**config.mk**
```make
export PLATFORM = sky130hd
export DESIGN_NAME = admo_ex_stage
export DESIGN_NICKNAME = d
export VERILOG_FILES = /design/src/rtl/admo_ex_stage.sv
export SDC_FILE = /design/constraint.sdc
export NUM_CORES = 1
export LEC_CHECK = 0
export ABC_AREA = 1
export BUFFER_PORTS_ARGS = -buffer_cell sky130_fd_sc_hd__clkbuf_2
export CORE_AREA = 2 2 145 147
export CTS_CLUSTER_SIZE = 14
export DETAILED_ROUTE_END_ITERATION = 16
export DIE_AREA = 0 0 147 149
export PLACE_DENSITY = 0.75
export SLEW_MARGIN = 20
export SYNTH_ARGS = -nofsm -noshare
export SYNTH_HDL_FRONTEND = slang
export SYNTH_SLANG_ARGS = --single-unit
```
**constraint.sdc**
```tcl
create_clock -name clk_i -period 5.8 [get_ports clk_i]
set_input_delay 1.16 -clock clk_i [delete_from_list [all_inputs] [get_ports clk_i]]
set_output_delay 1.16 -clock clk_i [all_outputs]
set_load 0.05 [all_outputs]
```
**src/rtl/admo_ex_stage.sv**
```systemverilog
// admo_ex_stage: execute stage - ALU operand/operator select, branch resolve, EX/MEM register, fetch redirect.
// Define ADMO_EX_FWD_EN to forward the EX/MEM result into rs1/rs2 and stall on load-use hazards.
`ifndef DATA_WIDTH
`define DATA_WIDTH 32
`endif
`ifndef ALU_ADD
`define ALU_ADD 4'd0
`endif
`ifndef ALU_SUB
`define ALU_SUB 4'd1
`endif
`ifndef ALU_LTS
`define ALU_LTS 4'd2
`endif
`ifndef ALU_LTU
`define ALU_LTU 4'd3
`endif

module admo_ex_stage #(
    parameter int unsigned DATA_WIDTH = `DATA_WIDTH,
    parameter int unsigned REG_AW     = 5
) (
    input  logic                  clk_i,
    input  logic                  rst_i,
    input  logic                  id_valid_i,
    output logic                  id_ready_o,
    input  logic [DATA_WIDTH-1:0] id_pc_i,
    input  logic [DATA_WIDTH-1:0] id_rs1_data_i,
    input  logic [DATA_WIDTH-1:0] id_rs2_data_i,
    input  logic [REG_AW-1:0]     id_rs1_addr_i,
    input  logic [REG_AW-1:0]     id_rs2_addr_i,
    input  logic [DATA_WIDTH-1:0] id_imm_i,
    input  logic [1:0]            id_op_a_sel_i,
    input  logic                  id_op_b_sel_i,
    input  logic [3:0]            id_alu_op_i,
    input  logic [2:0]            id_br_type_i,
    input  logic                  id_jalr_i,
    input  logic [REG_AW-1:0]     id_rd_addr_i,
    input  logic                  id_rd_we_i,
    input  logic [3:0]            id_mem_ctrl_i,
    output logic [DATA_WIDTH-1:0] alu_operand_a_o,
    output logic [DATA_WIDTH-1:0] alu_operand_b_o,
    output logic [3:0]            alu_operator_o,
    input  logic [DATA_WIDTH-1:0] alu_result_i,
    output logic                  ex_valid_o,
    input  logic                  ex_ready_i,
    output logic [DATA_WIDTH-1:0] ex_result_o,
    output logic [DATA_WIDTH-1:0] ex_store_data_o,
    output logic [REG_AW-1:0]     ex_rd_addr_o,
    output logic                  ex_rd_we_o,
    output logic [3:0]            ex_mem_ctrl_o,
    output logic                  redirect_valid_o,
    output logic [DATA_WIDTH-1:0] redirect_pc_o
);

    localparam logic [2:0] BR_NONE = 3'd0;
    localparam logic [2:0] BR_BEQ  = 3'd1;
    localparam logic [2:0] BR_BNE  = 3'd2;
    localparam logic [2:0] BR_BLT  = 3'd3;
    localparam logic [2:0] BR_BGE  = 3'd4;
    localparam logic [2:0] BR_BLTU = 3'd5;
    localparam logic [2:0] BR_BGEU = 3'd6;
    localparam logic [2:0] BR_JUMP = 3'd7;

    logic [DATA_WIDTH-1:0] rs1;
    logic [DATA_WIDTH-1:0] rs2;
    logic                  load_stall;
    logic                  accept;
    logic                  taken;
    logic                  is_branch;
    logic [DATA_WIDTH-1:0] tgt_sum;
    logic [DATA_WIDTH-1:0] target;
    logic [DATA_WIDTH-1:0] result;

`ifdef ADMO_EX_FWD_EN
    logic hit1;
    logic hit2;

    // Each source independently picks up the in-flight EX/MEM result.
    always_comb begin
        hit1 = ex_valid_o & ex_rd_we_o & (ex_rd_addr_o != '0) & (ex_rd_addr_o == id_rs1_addr_i);
        hit2 = ex_valid_o & ex_rd_we_o & (ex_rd_addr_o != '0) & (ex_rd_addr_o == id_rs2_addr_i);
        rs1 = hit1 ? ex_result_o : id_rs1_data_i;
        rs2 = hit2 ? ex_result_o : id_rs2_data_i;
        load_stall = (hit1 | hit2) & ex_mem_ctrl_o[3];
    end
`else
    logic unused_fwd;

    assign rs1        = id_rs1_data_i;
    assign rs2        = id_rs2_data_i;
    assign load_stall = 1'b0;
    assign unused_fwd = ^{id_rs1_addr_i, id_rs2_addr_i};
`endif

    assign is_branch  = (id_br_type_i != BR_NONE) & (id_br_type_i != BR_JUMP);
    assign id_ready_o = (~ex_valid_o | ex_ready_i) & ~redirect_valid_o & ~load_stall;
    assign accept     = id_valid_i & id_ready_o;

    // Conditional branches take over the ALU for their compare.
    always_comb begin
        alu_operand_a_o = rs1;
        alu_operand_b_o = rs2;
        alu_operator_o  = id_alu_op_i;
        case (id_br_type_i)
            BR_BEQ, BR_BNE:   alu_operator_o = `ALU_SUB;
            BR_BLT, BR_BGE:   alu_operator_o = `ALU_LTS;
            BR_BLTU, BR_BGEU: alu_operator_o = `ALU_LTU;
            default: begin
                case (id_op_a_sel_i)
                    2'b00:   alu_operand_a_o = rs1;
                    2'b01:   alu_operand_a_o = id_pc_i;
                    default: alu_operand_a_o = '0;
                endcase
                alu_operand_b_o = id_op_b_sel_i ? id_imm_i : rs2;
            end
        endcase
    end

    always_comb begin
        case (id_br_type_i)
            BR_BEQ:           taken = (alu_result_i == '0);
            BR_BNE:           taken = (alu_result_i != '0);
            BR_BLT, BR_BLTU:  taken = alu_result_i[0];
            BR_BGE, BR_BGEU:  taken = ~alu_result_i[0];
            BR_JUMP:          taken = 1'b1;
            default:          taken = 1'b0;
        endcase
    end

    assign tgt_sum = (id_jalr_i ? rs1 : id_pc_i) + id_imm_i;
    assign target  = id_jalr_i ? {tgt_sum[DATA_WIDTH-1:1], 1'b0} : tgt_sum;

    // Jumps write the link address; conditional branches write nothing.
    always_comb begin
        result = alu_result_i;
        if (id_br_type_i == BR_JUMP) begin
            result = id_pc_i + DATA_WIDTH'(4);
        end else if (is_branch) begin
            result = '0;
        end
    end

    always_ff @(posedge clk_i) begin
        if (rst_i) begin
            ex_valid_o       <= 1'b0;
            ex_result_o      <= '0;
            ex_store_data_o  <= '0;
            ex_rd_addr_o     <= '0;
            ex_rd_we_o       <= 1'b0;
            ex_mem_ctrl_o    <= '0;
            redirect_valid_o <= 1'b0;
            redirect_pc_o    <= '0;
        end else begin
            redirect_valid_o <= accept & taken;
            if (accept & taken) begin
                redirect_pc_o <= target;
            end
            if (accept) begin
                ex_valid_o      <= 1'b1;
                ex_result_o     <= result;
                ex_store_data_o <= rs2;
                ex_rd_addr_o    <= id_rd_addr_i;
                ex_rd_we_o      <= id_rd_we_i & ~is_branch;
                ex_mem_ctrl_o   <= id_mem_ctrl_i;
            end else if (ex_ready_i) begin
                ex_valid_o <= 1'b0;
            end
        end
    end

endmodule
```
* Word-level counts from Yosys, hierarchy flattened *
Index checks and enable logic that the tools add are counted.

storage, ports and cells
  output and inout bits = 177
  input bits = 195
  flip-flop bits (word level) = 108

cells by class
  add/sub/neg operators = 2
  reductions and logical operators = 11
  bitwise gates (word level) = 10
  multiplexer cells = 12
  equality and inequality tests = 9

operators by type and width
  cell                                            number
  two-way mux 32 bit                              6
  one-hot mux 32 bit (2 select lines)             1
  adder 32 x 3 -> 32 bit (second input constant)  1
  adder 32 bit                                    1
  zero test 32 bit                                1
  nonzero test 32 bit                             1
  == test 3 bit (second input constant)           4
  one-hot mux 4 bit (3 select lines)              1
  OR reduction 2 bit                              5
  == test 3 x 2 -> 1 bit (second input constant)  2
  OR reduction 6 bit                              1
  AND 1 bit                                       5
  one-hot mux 1 bit (5 select lines)              1
  inverter 1 bit                                  4
  == test 3 x 1 -> 1 bit (second input constant)  1
  two-way mux 1 bit                               3
  inequality test 3 bit (second input constant)   1
  nonzero test 3 bit                              1
  == test 2 x 1 -> 1 bit (second input constant)  1
  zero test 2 bit                                 1
  nonzero test 2 bit                              1
  OR 1 bit                                        1

* Depth between registers and ports, before layout *
Gate-level depths: netlist (run 1).

  depth after elaboration = 5
  mapped depth = 20
  depth with buffers taken out = 19

* Worst setup path before layout (run 1) *
OpenSTA, ideal clock, no wires.

  path kind = input -> output
  start = in id_br_type_i[1]
  end = out alu_operator_o[1]
  buffers on the path = 1
  data required time = 4.640 ns
  slack = 1.977 ns
  stages = 4
  arrival time = 2.663 ns
  cells stage by stage = nand2_1 > nor2_4 > clkbuf_1 > o21ai_0

on the way
  cells in the longest elaborated chain, start to end = 3
  elaborated cells on any way between the ends = 10
  classes of those cells = eq/ne: 6; mux: 1; reduce/logical: 3

ends and longest elaborated chain
  element                                line  source
  from (decl)                            36    input logic [2:0] id_br_type_i,
  == test 3 bit (tied with other cells)  105   case (id_br_type_i)
  OR reduction 2 bit                     n/a
  one-hot mux 4 bit (3 select lines) *   105
  to (decl)                              43    output logic [3:0] alu_operator_o,

Every way passes the cells marked *; elsewhere a longest branch is shown, timed or not.

* Final worst setup path (run 1) *
  start = in id_br_type_i[0]
  end = out alu_operand_b_o[22]

on the way
  cells in the longest elaborated chain, start to end = 3
  elaborated cells on any way between the ends = 8
  classes of those cells = eq/ne: 6; mux: 1; reduce/logical: 1

ends and longest elaborated chain
  element                                line  source
  == test 3 bit (tied with other cells)  105
  OR reduction 6 bit (no line) *         n/a
  two-way mux 32 bit *                   105
  to (decl)                              42    output logic [DATA_WIDTH-1:0] alu_operand_b_o,

Marked as above.

==> results of run 1 <==
## worst min-delay path: cells and delay by family, from the launching register on
family / cells / cell delay [ns]
AO/OA/AOI/OAI: 1 / 0.05
flip-flops: 1 / 0.31
AND/OR/NAND/NOR: 1 / 0.06
## cells in the mapped netlist, types with 2 or more instances
cell	n
inv_2	10
nand2_1	563
nand3b_1	9
buf_6	2
a21oi_1	133
nor2_4	5
nand2_2	5
and3_1	3
buf_1	6
nand4_1	14
o21ai_1	10
xnor2_1	9
nor3_1	18
nand3_2	2
nand3_1	100
nor2_1	125
xor2_1	9
clkbuf_1	37
buf_2	11
ha_1	32
buf_4	3
o21ai_0	103
buf_8	2
inv_1	182
mux2_4	28
mux2_2	3
and2_1	3
dfxtp_1	108
## routing by layer
metal / vias up / global-route usage [%] / share of wire [%]
met2: 495 / 52.5 / 47
li1: 5556 / - / -
met4: 0 / 10.5 / 3.1
met1: 5032 / 40.3 / 42
met3: 69 / 4.74 / 7.7
met5: - / 0 / 0
## power by group
group	internal (mW)	total, mW	switching, mW	leakage [nW]
Clock	0.310	0.634	0.324	0.133
Combinational	0.321	1.19	0.867	5.27
Sequential	0.799	0.830	0.0307	0.889
Total	1.43	2.65	1.22	6.29
## flip-flops by register name, summed over array words and instances (netlist names)
name,cells
ex_result_o,32
ex_rd_addr_o,5
ex_mem_ctrl_o,4
ex_valid_o,1
ex_store_data_o,32
redirect_valid_o,1
ex_rd_we_o,1
redirect_pc_o,32
## final cells by class
type / count / share of cell area (%)
Multi-Input combinational cell: 1184 / 52.1
Sequential cell: 108 / 19.2
Timing Repair Buffer: 369 / 16.6
Inverter: 193 / 6.49
Tap cell: 275 / 3.06
Clock buffer: 11 / 2.16
Clock inverter: 5 / 0.367
## cell families (layout without fill, tap and decap cells)
group,after synthesis,after routing,share of synthesized area [%]
compound gates,250,250,14.0
buf+inv,254,578,11.3
fa+ha+maj,33,33,4.66
flops,108,108,24.0
simple gates,852,852,39.3
mux,31,31,5.03
xor+xnor,18,18,1.75
## per-stage QoR
stage	setup WS, ns	hold slack, ns	power [mW]	util (%)
after global placement	1.38	0.452	2.01	53.3
final	1.29	0.468	2.65	54.7
after global routing	1.17	0.481	2.78	54.7
after floorplan	1.98	0.690	1.69	-
after CTS	1.31	0.467	2.65	54.7
after detailed placement	1.31	0.454	2.02	53.3
## how the worst max path moves through the flow
stage,slack [ns],from,depth (start not counted),to
final,1.29,id_br_type_i[0],10,alu_operand_b_o[22]
after global routing,1.17,id_br_type_i[0],10,alu_operand_b_o[22]
after CTS,1.31,id_br_type_i[0],10,alu_operand_b_o[22]
after detailed placement,1.31,id_br_type_i[0],10,alu_operand_b_o[22]
after global placement,1.38,id_br_type_i[1],9,alu_operand_b_o[22]
after floorplan,1.98,id_br_type_i[1],4,alu_operator_o[1]
==> qor.csv, run 1 <==
stage;metric;value;unit
worst_setup_path;r2r endpoint;ex_store_data_o[14];
finish;commonest non-fill, non-tap cell in the layout;nand2_1;
worst_setup_path;r2r startpoint;ex_valid_o;
worst_hold_path;worst hold stages;2;
worst_setup_path;crit-path max FO;36;
global_routing;antenna violations before repair;0;
worst_setup_path;buffers plus inverters on the worst setup path;5;
power_and_ir_drop;PwrDens;236;nW/um2
timing;Fmax achieved;222;MHz
timing;clock skew;0.0154;ns
routing;Pre-antenna DRT Iters;5;
routing;Vias;11200;
finish;# diodes;0;
timing;setup TNS;0;ns
yosys;post-synthesis async set-or-reset flop share;0;%
worst_hold_path;worst hold path class;reg -> reg;
clock_tree;Clock Path Buffers;2;
die;total die area;21900;um2
yosys;EDFF count, synth;0;
routing;final wirelength;35200;um
worst_setup_path;crit path max-delay cell type;inv_2;
yosys;top cells by area, synth;dfxtp_1 (24%), nand2_1 (23%), inv_1 (7.6%), a21oi_1 (7.4%), o21ai_0 (5.7%);
worst_setup_path;Data required, critical path;4.64;ns
global_routing;vias in the first global route;10100;
worst_setup_path;Max stage delay on crit path;0.48;ns
timing;Slew HR;36.9;%
yosys;Post-synth top flop;dfxtp_1;
finish;footprint of the multi-input gates;5850;um2
die;initial core utilization;43.9;%
yosys;register bit total from synthesis;108;
worst_hold_path;Hold Path End;ex_store_data_o[3];
clock_tree;H-Tree Depth;3;
worst_setup_path;crit path cell chain;clkbuf_2 -> inv_2 -> or2_4 -> nand4_1 -> inv_2 -> nor2_8 -> inv_6 -> nand2_8 -> mux2_4 -> clkbuf_2;
worst_setup_path;Worst Path Arrival;3.35;ns
routing;DRC;0;
clock_tree;cts bufs inserted;9;
clock_tree;CTS tree;done;
clock_tree;clk slew on worst S/H paths;0.08;ns
die;Die W;147;um
worst_setup_path;crit path launch type;primary input;
placed_design;Placed Cells;2129;
clock_tree;Clk Latency, worst-skew pair;0.37;ns
yosys;most area-hungry cell type in the Yosys netlist;dfxtp_1;
yosys;Synth top area share;24.0;%
yosys;Yosys warning count;0;
clock_tree;post-CTS setup buffer count;0;
clock_tree;Resize count post-CTS;0;
global_routing;Overflow after GRT;0;
timing;fin crit period;4.51;ns
placed_design;placed inst area;11000;um2
routing;Avg WL per Cell;16.4;um
routing;Antenna Nets Post-Route;0;
global_routing;first-pass GRT wire length;53500;um
finish;final net count;2093;
flow_run;# Max-Cap Violations;0;
placed_design;I/O Buffers;361;
global_routing;largest net degree at the start of global routing;78;
die;Die H;149;um
die;io pins;372;
finish;Final Cell Area;11200;um2
timing;Slew Limit Fails;0;
finish;P&R area growth vs syn;24.5;%
placed_design;RePlAce Congestion;0.982;
timing;RSZ-0062 raised after global routing;no;
worst_hold_path;hold path startpoint;ex_store_data_o[3];
yosys;syn nets;1774;
timing;endpoints failing hold;0;
yosys;cell count after synthesis;1546;
clock_tree;Sink Count;108;
finish;layout cells sized above 1;23.9;%
die;core region area;20600;um2
yosys;mean post-synth cell area;5.84;um2
finish;Register Area;2160;um2
finish;Finished Layout Cells;2145;
yosys;Netlist cell types;39;
worst_setup_path;R2R cell count;8;
outcome;status;finished, final reports clean;
timing;Worst Tran Pin Value;0.946;ns
routing;initial drt markers;917;
worst_setup_path;worst setup path class;in -> out;
clock_tree;clk root buf;clkbuf_16;
routing;Vias/cell;5.20;
clock_tree;CTS Hold Bufs;0;
finish;most frequent cells in the layout;nand2_1 (562), clkbuf_2 (361), inv_1 (181), a21oi_1 (133), nor2_1 (124);
die;Rows;53;
worst_setup_path;Crit. End Element;output pin;
placed_design;hpwl dp;28400;um
timing;final period utilization;77.8;%
power_and_ir_drop;Worst VDD drop;0.131;mV
worst_setup_path;crit-path leading delay family;buffers and inverters;
global_routing;GRT Overall Usage;30.9;%
timing;setup violators final;0;
yosys;register area share after synthesis;24.0;%
worst_setup_path;Reg2Reg Setup Slack;3.67;ns
finish;fillers;2186;
yosys;Post-Synthesis Cell Area;9030;um2
power_and_ir_drop;LEAKAGE;6.29;nW
(Power assumes the default switching activity.)
==> inputs of run 2 (changes only) <==
--- a/config.mk
+++ b/config.mk
@@ -7,11 +7,11 @@
 export LEC_CHECK = 0
 export ABC_AREA = 1
 export BUFFER_PORTS_ARGS = -buffer_cell sky130_fd_sc_hd__clkbuf_2
-export CORE_AREA = 2 2 145 147
+export CORE_AREA = 2 2 146 148
 export CTS_CLUSTER_SIZE = 14
 export DETAILED_ROUTE_END_ITERATION = 16
-export DIE_AREA = 0 0 147 149
-export PLACE_DENSITY = 0.75
+export DIE_AREA = 0 0 148 150
+export PLACE_DENSITY = 0.74
 export SLEW_MARGIN = 20
 export SYNTH_ARGS = -nofsm -noshare
 export SYNTH_HDL_FRONTEND = slang
==> constraint.sdc (replaced) <==
create_clock -name clk_i -period 4.6 [get_ports clk_i]
set_input_delay 0.92 -clock clk_i [delete_from_list [all_inputs] [get_ports clk_i]]
set_output_delay 0.92 -clock clk_i [all_outputs]
set_load 0.05 [all_outputs]
==> qor.csv, run 2 (synthesis gave the netlist of run 1 again) <==
stage;metric;value;unit;change
clock_tree;H-Tree Depth;3;;unchanged
global_routing;Overflow after GRT;0;;unchanged
timing;RSZ-0062 raised after global routing;no;;
clock_tree;Clk Latency, worst-skew pair;0.37;ns;about the same
finish;Register Area;2160;um2;unchanged
worst_setup_path;Data required, critical path;3.68;ns;-0.96 ns
worst_setup_path;CP Launch Point;id_br_type_i[1];;
clock_tree;Sink Count;108;;unchanged
global_routing;first-pass GRT wire length;52400;um;-2.0%
finish;footprint of the multi-input gates;5850;um2;unchanged
timing;endpoints failing hold;0;;unchanged
finish;commonest non-fill, non-tap cell in the layout;nand2_1;;
clock_tree;CTS Hold Bufs;0;;unchanged
worst_hold_path;worst hold path class;reg -> reg;;
clock_tree;post-CTS setup buffer count;0;;unchanged
worst_setup_path;worst setup path class;in -> out;;
die;Die W;148;um;+0.68%
global_routing;GRT Overall Usage;30.1;%;-0.86 points
die;io pins;372;;unchanged
worst_setup_path;Crit. End Element;output pin;;
clock_tree;Clock Path Buffers;2;;unchanged
finish;final net count;2095;;+0.096%
global_routing;antenna violations before repair;1;;+1
timing;Worst Tran Pin Value;0.946;ns;-0.000159 ns
placed_design;hpwl dp;28100;um;-1.3%
worst_setup_path;Worst Path Arrival;2.69;ns;-0.66 ns
timing;setup violators final;0;;unchanged
worst_setup_path;r2r startpoint;ex_valid_o;;
worst_setup_path;crit-path max FO;36;;unchanged
routing;Avg WL per Cell;16.1;um;-1.7%
die;total die area;22200;um2;+1.4%
placed_design;I/O Buffers;361;;unchanged
routing;Pre-antenna DRT Iters;6;;+1
timing;setup TNS;0;ns;unchanged
flow_run;# Max-Cap Violations;0;;unchanged
clock_tree;clk root buf;clkbuf_16;;
worst_setup_path;Reg2Reg Setup Slack;2.24;ns;-1.43 ns
power_and_ir_drop;switching share of total power;46.1;%;about the same
power_and_ir_drop;LEAKAGE;6.31;nW;+0.19%
timing;Fmax achieved;277;MHz;
routing;Vias/cell;5.11;;-1.7%
finish;top flop regs;ex_result_o (32), ex_store_data_o (32), redirect_pc_o (32);;
power_and_ir_drop;PwrDens;295;nW/um2;+25%
timing;clock skew;0.0210;ns;+0.00556 ns
routing;DRC;0;;unchanged
power_and_ir_drop;P_sw;1.53;mW;+25%
clock_tree;clk slew on worst S/H paths;0.09;ns;about the same
power_and_ir_drop;part of the power in registers;31.5;%;+0.2 points
timing;fin crit period;3.61;ns;
worst_setup_path;Critical Path Sink;alu_operand_b_o[18];;
die;core region area;20700;um2;+0.65%
finish;P&R area growth vs syn;24.5;%;about the same
power_and_ir_drop;logic gate share of total power;45.2;%;+0.4 points
clock_tree;CTS tree;done;;
finish;fillers;2215;;+1.3%
timing;final period utilization;78.6;%;
routing;Antenna Nets Post-Route;0;;unchanged
global_routing;vias in the first global route;10100;;-0.050%
outcome;status;finished, final reports clean;;
finish;most frequent cells in the layout;nand2_1 (562), clkbuf_2 (361), inv_1 (181), a21oi_1 (133), nor2_1 (124);;
finish;layout cells sized above 1;23.9;%;+0.028 points
worst_setup_path;R2R cell count;8;;unchanged
worst_setup_path;r2r endpoint;ex_store_data_o[14];;
power_and_ir_drop;Power Total;3.32;mW;+25%
timing;Slew Limit Fails;0;;unchanged
power_and_ir_drop;clock share of power;23.3;%;-0.6 points
power_and_ir_drop;Internal;1.79;mW;+25%
power_and_ir_drop;Worst VDD drop;0.187;mV;+43%
routing;final wirelength;34700;um;-1.5%
die;Rows;53;;unchanged
routing;initial drt markers;688;;-25%
timing;Slew HR;36.9;%;about the same
global_routing;largest net degree at the start of global routing;74;;-5.1%
clock_tree;Resize count post-CTS;0;;unchanged
die;Die H;150;um;+0.67%
worst_setup_path;crit path launch type;primary input;;
placed_design;RePlAce Congestion;0.944;;-3.8%
clock_tree;cts bufs inserted;9;;unchanged
routing;Vias;11000;;-1.6%
timing;hold_ws;0.467;ns;-0.000743 ns
die;initial core utilization;43.6;%;-0.28 points
## run 2: cell count changes in the layout (fill, tap and decap cells not counted)
cell	previous run	this run
diode_2	0	1
buf_4	8	10
inv_2	11	10
clkinv_1	0	1
clkinv_4	0	1
clkbuf_8	1	0
clkinvlp_4	2	0
clkinv_2	0	2
## run 2: final cells by class
| cell class | count | area share [%] |
|---|---|---|
| repair buffers | 371 | 16.7 |
| well taps | 275 | 3.06 |
| multi-input cells | 1184 | 52.0 |
| clock inverters | 6 | 0.401 |
| diodes | 1 | 0.0223 |
| flip-flops and latches | 108 | 19.2 |
| inverters | 193 | 6.49 |
| clock buffers | 10 | 2.04 |
## run 2: how the worst min path moves through the flow
stage	slack, ns	to	from	depth (start not counted)
after detailed placement	0.45	ex_rd_addr_o[4]	ex_rd_addr_o[4]	2
after CTS	0.47	ex_store_data_o[4]	ex_store_data_o[4]	2
after floorplan	0.69	ex_store_data_o[8]	ex_store_data_o[8]	2
final	0.47	ex_mem_ctrl_o[1]	ex_mem_ctrl_o[1]	2
after global placement	0.45	redirect_pc_o[3]	redirect_pc_o[3]	2
after global routing	0.48	ex_store_data_o[15]	ex_store_data_o[15]	2
## run 2: through the flow
stage	setup slack, ns	util [%]	std cells	instance area, um2
floorplan	1.26	-	1546	9030
global route	0.909	54.3	2148	11200
global placement	1.03	53.0	2131	11000
detailed placement	0.993	53.0	2131	11000
finish	0.987	54.3	2148	11200
CTS	0.995	54.3	2147	11200
## run 2: critical path: stages
cell and delay (ns):
clkbuf_2 0.13, nand2_1 0.14, nand4_1 0.13, inv_2 0.12
nor2_8 0.05, inv_6 0.24, nand2_8 0.30, mux2_4 0.39
clkbuf_2 0.24
## run 2: metal layers
layer / share of wire [%] / up-vias / track usage (%)
met5: 0 / - / 0
met2: 46 / 443 / 49.3
met3: 7.9 / 60 / 4.85
li1: - / 5551 / -
met4: 3.6 / 0 / 13.0
met1: 43 / 4923 / 39.1
## run 2: power groups by stage
stage	Sequential, mW	Clock [mW]	Combinational, mW
CTS	1.04	0.782	1.49
floorplan	1.32	0	0.819
global placement	1.06	0	1.48
global route	1.05	0.811	1.62
detailed placement	1.07	0	1.48
finish	1.05	0.773	1.50
